$ cat src/rtl/recon_pkg.sv
// Shared fixed-point constants and types for the VAE decoder blocks.
// Probabilities are signed Q4.16; pixels are single bits.
package recon_pkg;

  localparam int N_PIX = 9;
  localparam int W     = 20;
  localparam int FRAC  = 16;

  localparam logic signed [19:0] ONE_Q       = 20'sh10000;
  localparam logic signed [19:0] THRESH_HALF = 20'sh08000;

  typedef enum logic {
    IDLE,
    STREAM
  } state_t;

  function automatic logic [3:0] popcount9(input logic [8:0] v);
    logic [3:0] n;
    n = '0;
    for (int i = 0; i < 9; i++) begin
      n = n + {3'b000, v[i]};
    end
    return n;
  endfunction

endpackage

$ cat src/rtl/prob_clamp.sv
// Binarise and clamp one signed Q4.16 probability.
// The threshold bit is taken from the raw word, before clamping.
module prob_clamp
  import recon_pkg::*;
#(
  parameter int W = 20,
  parameter logic signed [W-1:0] THRESH = 20'sh08000
) (
  input  logic signed [W-1:0] raw,
  output logic [15:0]         prob,
  output logic                bin
);

  always_comb begin
    bin  = (raw >= THRESH);
    prob = raw[FRAC-1:0];
    if (raw[W-1]) begin
      prob = 16'h0000;
    end else if (raw >= ONE_Q) begin
      prob = 16'hFFFF;
    end
  end

endmodule

$ cat src/rtl/recon_stream.sv
// Decoder output stage: captures a 3x3 probability frame and streams
// the thresholded reconstruction one pixel per beat.
module recon_stream
  import recon_pkg::*;
#(
  parameter int N_PIX = 9,
  parameter int W = 20,
  parameter logic signed [W-1:0] THRESH = THRESH_HALF
) (
  input  logic               clk,
  input  logic               rst,
  input  logic               in_valid,
  output logic               in_ready,
  input  logic [N_PIX-1:0]   in_pix,
  input  logic [N_PIX*W-1:0] in_prob,
  output logic               out_valid,
  input  logic               out_ready,
  output logic [3:0]         out_idx,
  output logic               out_bit,
  output logic [15:0]        out_prob,
  output logic               out_err,
  output logic               out_last,
  output logic [3:0]         frame_err,
  output logic [15:0]        frame_cnt
);

  localparam logic [3:0] LAST_IDX = 4'(N_PIX - 1);

  state_t state_q;
  state_t state_d;

  logic signed [W-1:0] prob_q [N_PIX];
  logic [N_PIX-1:0]    pix_q;
  logic [3:0]          idx_q;
  logic [3:0]          nxt_idx;

  logic                capture;
  logic                advance;
  logic                last;
  logic [N_PIX-1:0]    mis;
  logic signed [W-1:0] sel_word;
  logic                sel_pix;
  logic                c_bin;
  logic [15:0]         c_prob;

  assign in_ready = (state_q == IDLE);
  assign capture  = in_ready && in_valid;
  assign advance  = (state_q == STREAM) && out_ready;
  assign last     = (idx_q == LAST_IDX);
  assign nxt_idx  = last ? 4'd0 : idx_q + 4'd1;

  always_comb begin
    mis = '0;
    for (int i = 0; i < N_PIX; i++) begin
      mis[i] = ($signed(in_prob[i*W +: W]) >= THRESH) ^ in_pix[i];
    end
  end

  // The one clamp sees pixel 0 of the incoming frame while idle,
  // otherwise the pixel about to become current.
  always_comb begin
    sel_word = prob_q[nxt_idx];
    sel_pix  = pix_q[nxt_idx];
    if (in_ready) begin
      sel_word = in_prob[W-1:0];
      sel_pix  = in_pix[0];
    end
  end

  prob_clamp #(
    .W      (W),
    .THRESH (THRESH)
  ) u_clamp (
    .raw  (sel_word),
    .prob (c_prob),
    .bin  (c_bin)
  );

  always_comb begin
    state_d = state_q;
    unique case (state_q)
      IDLE:    if (in_valid) state_d = STREAM;
      STREAM:  if (out_ready && last) state_d = IDLE;
      default: state_d = IDLE;
    endcase
  end

  always_ff @(posedge clk) begin
    if (rst) begin
      state_q <= IDLE;
    end else begin
      state_q <= state_d;
    end
  end

  always_ff @(posedge clk) begin
    if (rst) begin
      for (int i = 0; i < N_PIX; i++) begin
        prob_q[i] <= '0;
      end
      pix_q     <= '0;
      idx_q     <= '0;
      frame_err <= '0;
      frame_cnt <= '0;
      out_valid <= 1'b0;
      out_idx   <= '0;
      out_bit   <= 1'b0;
      out_prob  <= '0;
      out_err   <= 1'b0;
      out_last  <= 1'b0;
    end else if (capture) begin
      for (int i = 0; i < N_PIX; i++) begin
        prob_q[i] <= in_prob[i*W +: W];
      end
      pix_q     <= in_pix;
      idx_q     <= '0;
      frame_err <= popcount9(mis);
      out_valid <= 1'b1;
      out_idx   <= '0;
      out_bit   <= c_bin;
      out_prob  <= c_prob;
      out_err   <= c_bin ^ sel_pix;
      out_last  <= 1'b0;
    end else if (advance) begin
      if (last) begin
        idx_q     <= '0;
        frame_cnt <= frame_cnt + 16'd1;
        out_valid <= 1'b0;
        out_last  <= 1'b0;
      end else begin
        idx_q    <= nxt_idx;
        out_idx  <= nxt_idx;
        out_bit  <= c_bin;
        out_prob <= c_prob;
        out_err  <= c_bin ^ sel_pix;
        out_last <= (nxt_idx == LAST_IDX);
      end
    end
  end

endmodule

$ cat config.mk
export PLATFORM = sky130hd
export DESIGN_NAME = recon_stream
export DESIGN_NICKNAME = d
export VERILOG_FILES = /design/src/rtl/recon_pkg.sv /design/src/rtl/prob_clamp.sv /design/src/rtl/recon_stream.sv
export SDC_FILE = /design/constraint.sdc
export NUM_CORES = 1
export LEC_CHECK = 0
export CAP_MARGIN = 20
export CORE_ASPECT_RATIO = 0.75
export CORE_UTILIZATION = 46
export DETAILED_ROUTE_END_ITERATION = 10
export PLACE_DENSITY = 0.86
export SLEW_MARGIN = 5
export SYNTH_ARGS = -nofsm -noshare
export SYNTH_HDL_FRONTEND = slang
export SYNTH_SLANG_ARGS = --single-unit
$ cat constraint.sdc
create_clock -name clk -period 6.5 [get_ports clk]
set_clock_uncertainty 0.15 [all_clocks]
set_input_delay 1.3 -clock clk [delete_from_list [all_inputs] [get_ports clk]]
set_output_delay 1.3 -clock clk [all_outputs]
set_load 0.03 [all_outputs]
==> qor.yml, run 1 <==
status: "finished, final reports clean"
reg2reg_slack_ns: 2.51
syn_area_mm2: 0.01078
syn_inst: 845
grt-ovfl-total: 0
end_kind: "flop"
netlist.area_leader.share: 0.5016
slowest_delay_ns: 0.61
nets: 1271
path_max_fanout: 2
postCtsSetupRepairBufs: 0
worstPathArrival_ns: 5.54
ir_drop_mv: 0.1674
path_cells: "clkdlybuf4s50_1 > nor4_1 > nor2_1 > xor2_1 > fa_1 > inv_1 > fa_1 > fa_1 > inv_1 > fa_1 > inv_1 > fa_1 > o31ai_1"
slowest_stage: "nor4_1"
netlist_top_cells_area: "edfxtp_1 (50%), dfxtp_1 (11%), and2_1 (11%)"
ctsHoldBuffers: 0
yosysWarningCount: 0
cts_tree: "yes"
async_reset_ff_frac: 0
cts_max_level: 1
crit_required_ns: 6.77
synthFlopType: "edfxtp_1"
gp_congestion: 0.8569
die_w_um: 178.7
crit_family: "adder cells"
track_usage: 0.2288
die_h_um: 134.6
rsz0062_at_grt: "false"
cts_root_buf: "clkbuf_16"
fin_crit_sh: 0.8102
drtAntennaViolNets: 0
power.density_mw_per_mm2: 255.9
yosys.area.top_type: "edfxtp_1"
leakage_nw: 5.172
cts.sinks: 238
finalMaxSlewViolations: 0
finalPower_mw: 3.630
synth.net_count: 1048
first_global_vias: 7388
start_util: 0.4685
cts_inserted_buffers: 24
routed_wl_mm: 27.78
insertion_delay_ns: 0.52
io_buffers: 237
core-area_mm2: 0.02300
cts_buffer_depth: 3
synth_cell_types: 56
drive_above_1_share: 0.09116
fin_tns_setup_ns: 0
ctsResizeCount: 0
worst-path-buf-inv: 4
tightest_slew_ns: 1.089
ios: 238
relSlewSlack: 0.2737
synth-edff-count: 180
min_period_ns: 5.266
ys_ff_latch: 238
path_clk_slew_ns: 0.06
worst_path_most_repeated_cell: "fa_1"
hold_viol: 0
fp.dieArea_mm2: 0.02405
crit_type: "input port to flop"
wire_per_inst_um: 20.02
dr.pass1.iters: 5
fin_cells: 1388
fmax_ghz: 0.1899
synth.most_common_cell: "and2_1"
num_rows: 48
hold_path_class: "flop to flop"
grt_max_degree: 139
drc_errors: 0
place_inst: 1342
synth_commonest_cells: "and2_1 (181), edfxtp_1 (180), nand2_1 (74), dfxtp_1 (58), nor2_1 (41)"
finalSetupViolations: 0
crit_path_start_kind: "input port"
grt_pass1_wl_mm: 41.32
vias: 7544
maxCapViolCount: 0
synth_sequential_area_ratio: 0.6093
synth.avg_cell_area_um2: 12.75
detailed_place_hpwl_mm: 19.14
initialDrtViolationCount: 478
grt_antenna_before_repair: 2
n_fill_cell: 1734
vias_per_cell: 5.435
area_growth_pct: 31.61
[placed cells by master, fill, tap and decap left out, types with 11 or more instances in the layout]
cell / Yosys / final
clkbuf_16: 0 / 24
a22o_1: 11 / 11
o21ai_0: 25 / 25
and2_1: 181 / 181
nand2_1: 74 / 74
a21oi_1: 15 / 14
a31oi_1: 16 / 16
mux4_2: 34 / 34
clkdlybuf4s50_1: 0 / 237
edfxtp_1: 180 / 180
dfxtp_1: 58 / 58
nor2_1: 41 / 40
nor4_1: 12 / 12
xor2_1: 14 / 14
[tightest hold or removal path, delay by kind of cell (launching register included)]
kind | cells | cell delay, ns
flops | 1 | 0.30
simple gates | 1 | 0.05
compound gates | 1 | 0.05
[routing by layer]
| metal | global-route usage | wire length [um] | vias up |
|---|---|---|---|
| met5 | 0 | 11 | - |
| met4 | 0.05508 | 537 | 2 |
| met3 | 0.06672 | 2835 | 39 |
| met2 | 0.3549 | 12280 | 349 |
| met1 | 0.3172 | 12120 | 3643 |
| li1 | - | - | 3511 |
[registers in the layout, summed over array words and instances, names as in the netlist]
name	cells
state_q	1
out_bit	1
pix_q	9
out_err	1
idx_q	4
frame_err	4
out_valid	1
frame_cnt	16
prob_q	180
out_idx	4
out_last	1
out_prob	16
[per-stage QoR]
step / utilization / setup slack [ns] / cell area [um^2] / hold slack (ns)
detailed placement: 0.5837 / 0.7540 / 13430 / 0.2905
finish: 0.6166 / 1.234 / 14180 / 0.2952
global placement: 0.5837 / 0.8447 / 13430 / 0.2850
global route: 0.6165 / 0.9984 / 14180 / 0.3279
CTS: 0.6164 / 1.278 / 14180 / 0.2988
floorplan: - / 1.737 / 10780 / 0.2986
[where the power goes]
part	switching [mW]	internal, mW
clock network	0.569	0.759
logic	0.254	0.257
registers	0.0384	1.75
[cells by family (layout without fill, tap and decap cells)]
| logic type | after synthesis | in the layout | share of synthesized area |
|---|---|---|---|
| buffers and inverters | 63 | 304 | 0.02392 |
| AND/OR/NAND/NOR | 351 | 351 | 0.1786 |
| adder cells (fa/ha/maj) | 10 | 10 | 0.01509 |
| AO/OA/AOI/OAI | 121 | 121 | 0.07860 |
| XOR/XNOR | 22 | 22 | 0.01788 |
| flip-flops | 238 | 238 | 0.6093 |
| multiplexers | 40 | 40 | 0.07663 |
| other | 0 | 2 | 0 |
[final cells by class]
class / instances / area (um^2) / area share
multi-input cells: 544 / 3966 / 0.2796
flip-flops and latches: 238 / 6566 / 0.4630
clock inverters: 9 / 81.33 / 0.005734
repair buffers: 248 / 2467 / 0.1740
inverters: 12 / 50.05 / 0.003529
well taps: 300 / 375.4 / 0.02646
diodes: 2 / 5.005 / 0.0003529
clock buffers: 35 / 671.9 / 0.04737
[path summary, 6_finish.rpt]
path                             startpoint            to  depth (start not counted)
worst max-delay path            in_prob[78]  frame_err[1]                         13
worst min-delay path            out_prob[9]   out_prob[9]                          2
worst max register to register     idx_q[0]   out_prob[0]                          9
worst min register to register  out_prob[9]   out_prob[9]                          2
No activity file was read; power rests on OpenSTA's default activity.
==> inputs of run 2 (changes only) <==
Clock period 6.5 ns to 4.5 ns, I/O delays scaled along.
==> qor.yml, run 2 (same netlist as run 1, synthesis figures left out) <==
finalSetupViolations: 0  # unchanged
cp-startpoint: "in_prob[75]"
path_clk_slew_ns: 0.06  # about the same
fin_crit_sh: 0.9640
hp-start: "out_prob[11]"
cts_max_level: 1  # unchanged
slowest_delay_ns: 0.52  # -0.09 ns
wire_per_inst_um: 19.66  # -1.8%
worst-path-buf-inv: 5  # +1
drc_errors: 0  # unchanged
leakage_nw: 5.278  # +2.1%
grt-ovfl-total: 0  # unchanged
die_w_um: 178.7  # unchanged
finalMaxSlewViolations: 0  # unchanged
worstPathArrival_ns: 4.61  # -0.93 ns
grt_antenna_before_repair: 3  # +1
hold_viol: 0  # unchanged
postCtsSetupRepairBufs: 0  # unchanged
layout_commonest_cell: "clkdlybuf4s50_1"
power.density_mw_per_mm2: 366.6  # +43%
vias: 7616  # +0.95%
start_util: 0.4685  # unchanged
hold_path_class: "flop to flop"
cts_tree: "yes"
worst_path_most_repeated_cell: "fa_1"
top_register: "prob_q"
dr.pass1.iters: 5  # unchanged
whs_ns: 0.2992  # +0.004009 ns
track_usage: 0.2302  # +0.001361
grt_max_degree: 194  # +40%
nets: 1290  # +1.5%
gp_congestion: 0.8825  # +3.0%
drtAntennaViolNets: 0  # unchanged
cts_buffer_depth: 3  # unchanged
cts_inserted_buffers: 24  # unchanged
crit_required_ns: 4.78  # -1.99 ns
core-area_mm2: 0.02300  # unchanged
cts.sinks: 238  # unchanged
top_regs: "prob_q x180, frame_cnt x16, out_prob x16"
ios: 238  # unchanged
io_buffers: 237  # unchanged
path_max_fanout: 2  # unchanged
status: "finished, final reports clean"
detailed_place_hpwl_mm: 19.40  # +1.3%
ctsHoldBuffers: 0  # unchanged
fmax_ghz: 0.2305
final_cell_mix: "clkdlybuf4s50_1 (237), and2_1 (181), edfxtp_1 (180)"
drive_above_1_share: 0.1114  # +0.02025
grt_pass1_wl_mm: 41.77  # +1.1%
die_h_um: 134.6  # unchanged
fin_tns_setup_ns: 0  # unchanged
crit_family: "adder cells"
slowest_stage: "fa_1"
timing.rr.start: "idx_q[1]"
routed_wl_mm: 27.65  # -0.49%
first_global_vias: 7486  # +1.3%
area_growth_pct: 33.31
relSlewSlack: 0.3008  # +0.02709
ir_drop_mv: 0.2725  # +63%
insertion_delay_ns: 0.53  # about the same
crit_path_start_kind: "input port"
utilization: 0.6246  # +0.007942
maxCapViolCount: 0  # unchanged
tightest_slew_ns: 1.049  # -0.04064 ns
num_rows: 48  # unchanged
vias_per_cell: 5.417  # -0.34%
fp.dieArea_mm2: 0.02405  # unchanged
path_cells: "clkdlybuf4s50_1 > nor4_2 > buf_4 > nor2_1 > xor2_1 > fa_1 > inv_1 > fa_1 > fa_1 > inv_1 > fa_2 > inv_1 > fa_1 > o31ai_1"
end_kind: "flop"
min_period_ns: 4.338
initialDrtViolationCount: 584  # +22%
crit_type: "input port to flop"
largest_reg_flops: 180  # unchanged
cts_root_buf: "clkbuf_16"
==> run 2: final cells by class <==
| type | count | area [um^2] |
|---|---|---|
| fillers | 1764 | 8636 |
| flip-flops and latches | 238 | 6566 |
| multi-input cells | 544 | 3975 |
| repair buffers | 267 | 2635 |
| clock buffers | 32 | 660.6 |
| well taps | 300 | 375.4 |
| clock inverters | 11 | 98.84 |
| inverters | 12 | 50.05 |
| diodes | 2 | 5.005 |
==> run 2: final timing paths <==
path	cells past startpoint	endpoint	slack, ns
max	14	frame_err[1]	0.16
min	2	out_prob[11]	0.30
min reg2reg	2	out_prob[11]	0.30
max reg2reg	9	out_err	1.17
==> run 2: what timing repair did <==
item | 4_1_cts | 5_1_grt
pin swaps | 0 | 4
setup endpoints to repair | 1 | 2
resized for setup | 1 | 1
==> run 2: layer usage <==
layer | part of all wire | track usage | wire, um | vias to the layer above
met5 | 0.00047 | 0 | 13 | -
met4 | 0.022 | 0.05603 | 599 | 2
met3 | 0.094 | 0.05574 | 2586 | 40
met2 | 0.43 | 0.3460 | 11990 | 356
met1 | 0.45 | 0.3356 | 12450 | 3663
li1 | - | - | - | 3555
==> run 2: tightest hold or removal path: cells and delay by family (launching register included) <==
| kind | cells | cell delay, ns |
|---|---|---|
| flops | 1 | 0.31 |
| simple gates | 1 | 0.05 |
| compound gates | 1 | 0.05 |
==> run 2: stage by stage <==
stage | instance area, um^2 | worst slack, ns | instances | power (mW)
floorplan | 10780 | 0.1371 | 845 | 3.006
global placement | 13590 | -0.5326 | 1361 | 3.344
detailed placement | 13590 | -0.5712 | 1361 | 3.367
CTS | 14360 | 0.006350 | 1404 | 5.301
global route | 14360 | -0.01355 | 1405 | 5.456
finish | 14370 | 0.1622 | 1406 | 5.267
==> run 2: report_power, final <==
part / switching, mW / total, mW / internal [mW]
Combinational: 0.363 / 0.743 / 0.380
Sequential: 0.0547 / 2.58 / 2.53
Clock: 0.847 / 1.94 / 1.09
Total: 1.26 / 5.27 / 4.00
==> inputs of run 3 (changes only) <==
Settings changed: CORE_UTILIZATION 46 to 51, PLACE_DENSITY 0.86 to 0.9.
Clock period 4.5 ns to 4.3 ns, I/O delays scaled along.
==> qor.yml, run 3 (same netlist as run 1, synthesis figures left out) <==
vias_per_cell: 5.574  # +2.9%
drc_errors: 0  # unchanged
start_util: 0.5258  # +0.05732
reg2reg_slack_ns: 0.98  # -0.19 ns
path_cells: "clkdlybuf4s50_1 > nor4_1 > nor2_1 > xor2_1 > fa_1 > inv_2 > fa_1 > fa_1 > inv_2 > fa_2 > inv_2 > fa_1 > o31ai_1"
ir_drop_mv: 0.2569  # -5.7%
ctsHoldBuffers: 0  # unchanged
tightest_slew_ns: 1.030  # -0.01843 ns
nets: 1289  # -0.078%
num_rows: 45  # -6.3%
dp_slack_ns: -0.7227  # -0.1515 ns
grt_pass1_wl_mm: 43.01  # +3.0%
path_max_fanout: 2  # unchanged
maxCapViolCount: 0  # unchanged
slowest_stage: "fa_1"
track_usage: 0.2639  # +0.03368
r2r_cells: 9  # unchanged
cts_buffer_depth: 3  # unchanged
wire_per_inst_um: 20.45  # +4.0%
end_kind: "flop"
detailed_place_hpwl_mm: 20.01  # +3.2%
path_clk_slew_ns: 0.07  # about the same
hold_depth: 2  # unchanged
status: "finished, final reports clean"
top_regs: "prob_q x180, frame_cnt x16, out_prob x16"
relSlewSlack: 0.3131  # +0.01228
vias: 7725  # +1.4%
fp.dieArea_mm2: 0.02172  # -9.7%
initialDrtViolationCount: 732  # +25%
hold_end: "out_prob[10]"
cts_inserted_buffers: 23  # -4.2%
gp_congestion: 0.9038  # +2.4%
largest_reg_flops: 180  # unchanged
worstPathArrival_ns: 4.42  # -0.19 ns
n_fill_cell: 1406  # -20%
min_period_ns: 4.129
fin_ws_ns: 0.1711  # +0.008958 ns
hold_viol: 0  # unchanged
io_buffers: 237  # unchanged
postCtsSetupRepairBufs: 0  # unchanged
area_growth_pct: 33.60
utilization: 0.7025  # +0.07794
fmax_ghz: 0.2422
cts_tree: "yes"
layout_commonest_cell: "clkdlybuf4s50_1"
reg2reg_to: "out_bit"
finalPower_mw: 5.564  # +5.6%
crit_required_ns: 4.59  # -0.19 ns
drtAntennaViolNets: 0  # unchanged
slowest_delay_ns: 0.57  # +0.05 ns
grt_max_degree: 106  # -45%
rsz0062_at_grt: "false"
dr.pass1.iters: 5  # unchanged
timing.rr.start: "idx_q[1]"
die_h_um: 127.9  # -5.0%
routed_wl_mm: 28.34  # +2.5%
cts.sinks: 238  # unchanged
first_global_vias: 7662  # +2.4%
finalSetupViolations: 0  # unchanged
worst_path_most_repeated_cell: "fa_1"
final_cell_mix: "clkdlybuf4s50_1 (226), and2_1 (181), edfxtp_1 (180)"
insertion_delay_ns: 0.52  # about the same
hold_path_class: "flop to flop"
crit_path_start_kind: "input port"
finalMaxSlewViolations: 0  # unchanged
crit_type: "input port to flop"
leakage_nw: 5.395  # +2.2%
ios: 238  # unchanged
cts_max_level: 1  # unchanged
core-area_mm2: 0.02049  # -11%
power.density_mw_per_mm2: 386.5  # +5.4%
fin_crit_sh: 0.9602
drive_above_1_share: 0.1170  # +0.005541
grt_antenna_before_repair: 3  # unchanged
cts_root_buf: "clkbuf_16"
dpl_cell_area_mm2: 0.01357  # -0.17%
top_register: "prob_q"
die_w_um: 169.9  # -5.0%
hp-start: "out_prob[10]"
final_cell_area_mm2: 0.01440  # +0.22%
grt-ovfl-total: 0  # unchanged
-- run 3: changes by cell type in the layout (fill, tap and decap cells not counted), moves of 2 or more --
cell / delta
clkbuf_8: +4
inv_1: -3
clkinv_2: -2
inv_2: +3
dlymetal6s2s_1: +10
clkdlybuf4s50_1: -11
clkinvlp_4: -2
-- run 3: worst max-delay path: cells and delay by family --
kind | cells | cell delay, ns
fa+ha+maj | 5 | 2.31
buf+inv | 4 | 0.59
simple gates | 2 | 0.27
compound gates | 1 | 0.23
xor+xnor | 1 | 0.15
-- run 3: how the worst max path moves through the flow --
stage,from,to,slack [ns],cells past startpoint
2_1_floorplan,in_prob[18],frame_err[1],0.02,12
3_3_place_gp,in_prob[78],frame_err[1],-0.62,14
3_5_place_dp,in_prob[78],frame_err[1],-0.72,14
4_1_cts,in_prob[76],frame_err[1],0.05,14
5_1_grt,in_prob[38],frame_err[1],0.04,13
6_report,in_prob[38],frame_err[1],0.17,13
-- run 3: metrics by stage --
step / instances / setup TNS [ns] / hold slack (ns)
finish: 1386 / 0 / 0.3015
global route: 1386 / 0 / 0.3210
CTS: 1385 / 0 / 0.2988
detailed placement: 1343 / -1.979 / 0.2902
global placement: 1343 / -1.612 / 0.2851
floorplan: 845 / 0 / 0.2986
-- run 3: final cells by class --
cell class / count / area (um^2) / area share
Antenna cell: 1 / 2.502 / 0.0001738
Clock buffer: 37 / 740.7 / 0.05145
Clock inverter: 5 / 41.29 / 0.002868
Inverter: 12 / 50.05 / 0.003476
Multi-Input combinational cell: 544 / 3989 / 0.2770
Sequential cell: 238 / 6566 / 0.4561
Tap cell: 282 / 352.8 / 0.02451
Timing Repair Buffer: 267 / 2655 / 0.1844
-- run 3: repair_timing --
| action | CTS | global route |
|---|---|---|
| endpoints found under the setup margin | 2 | 2 |
| resized for setup | 4 | 16 |
| pin swaps | 6 | 11 |
-- run 3: report_power, final --
| group | total (mW) | internal [mW] | switching, mW |
|---|---|---|---|
| registers | 2.71 | 2.65 | 0.0603 |
| clock network | 2.06 | 1.19 | 0.875 |
| logic | 0.793 | 0.404 | 0.388 |
-- run 3: metal layers --
metal / GRT usage / wire [um] / share of wire / up-vias
met5: 0 / 13 / 0.00046 / -
met4: 0.06041 / 520 / 0.018 / 2
met3: 0.06885 / 2932 / 0.10 / 42
met2: 0.4110 / 12840 / 0.45 / 382
met1: 0.3724 / 12040 / 0.42 / 3751
li1: - / - / - / 3548
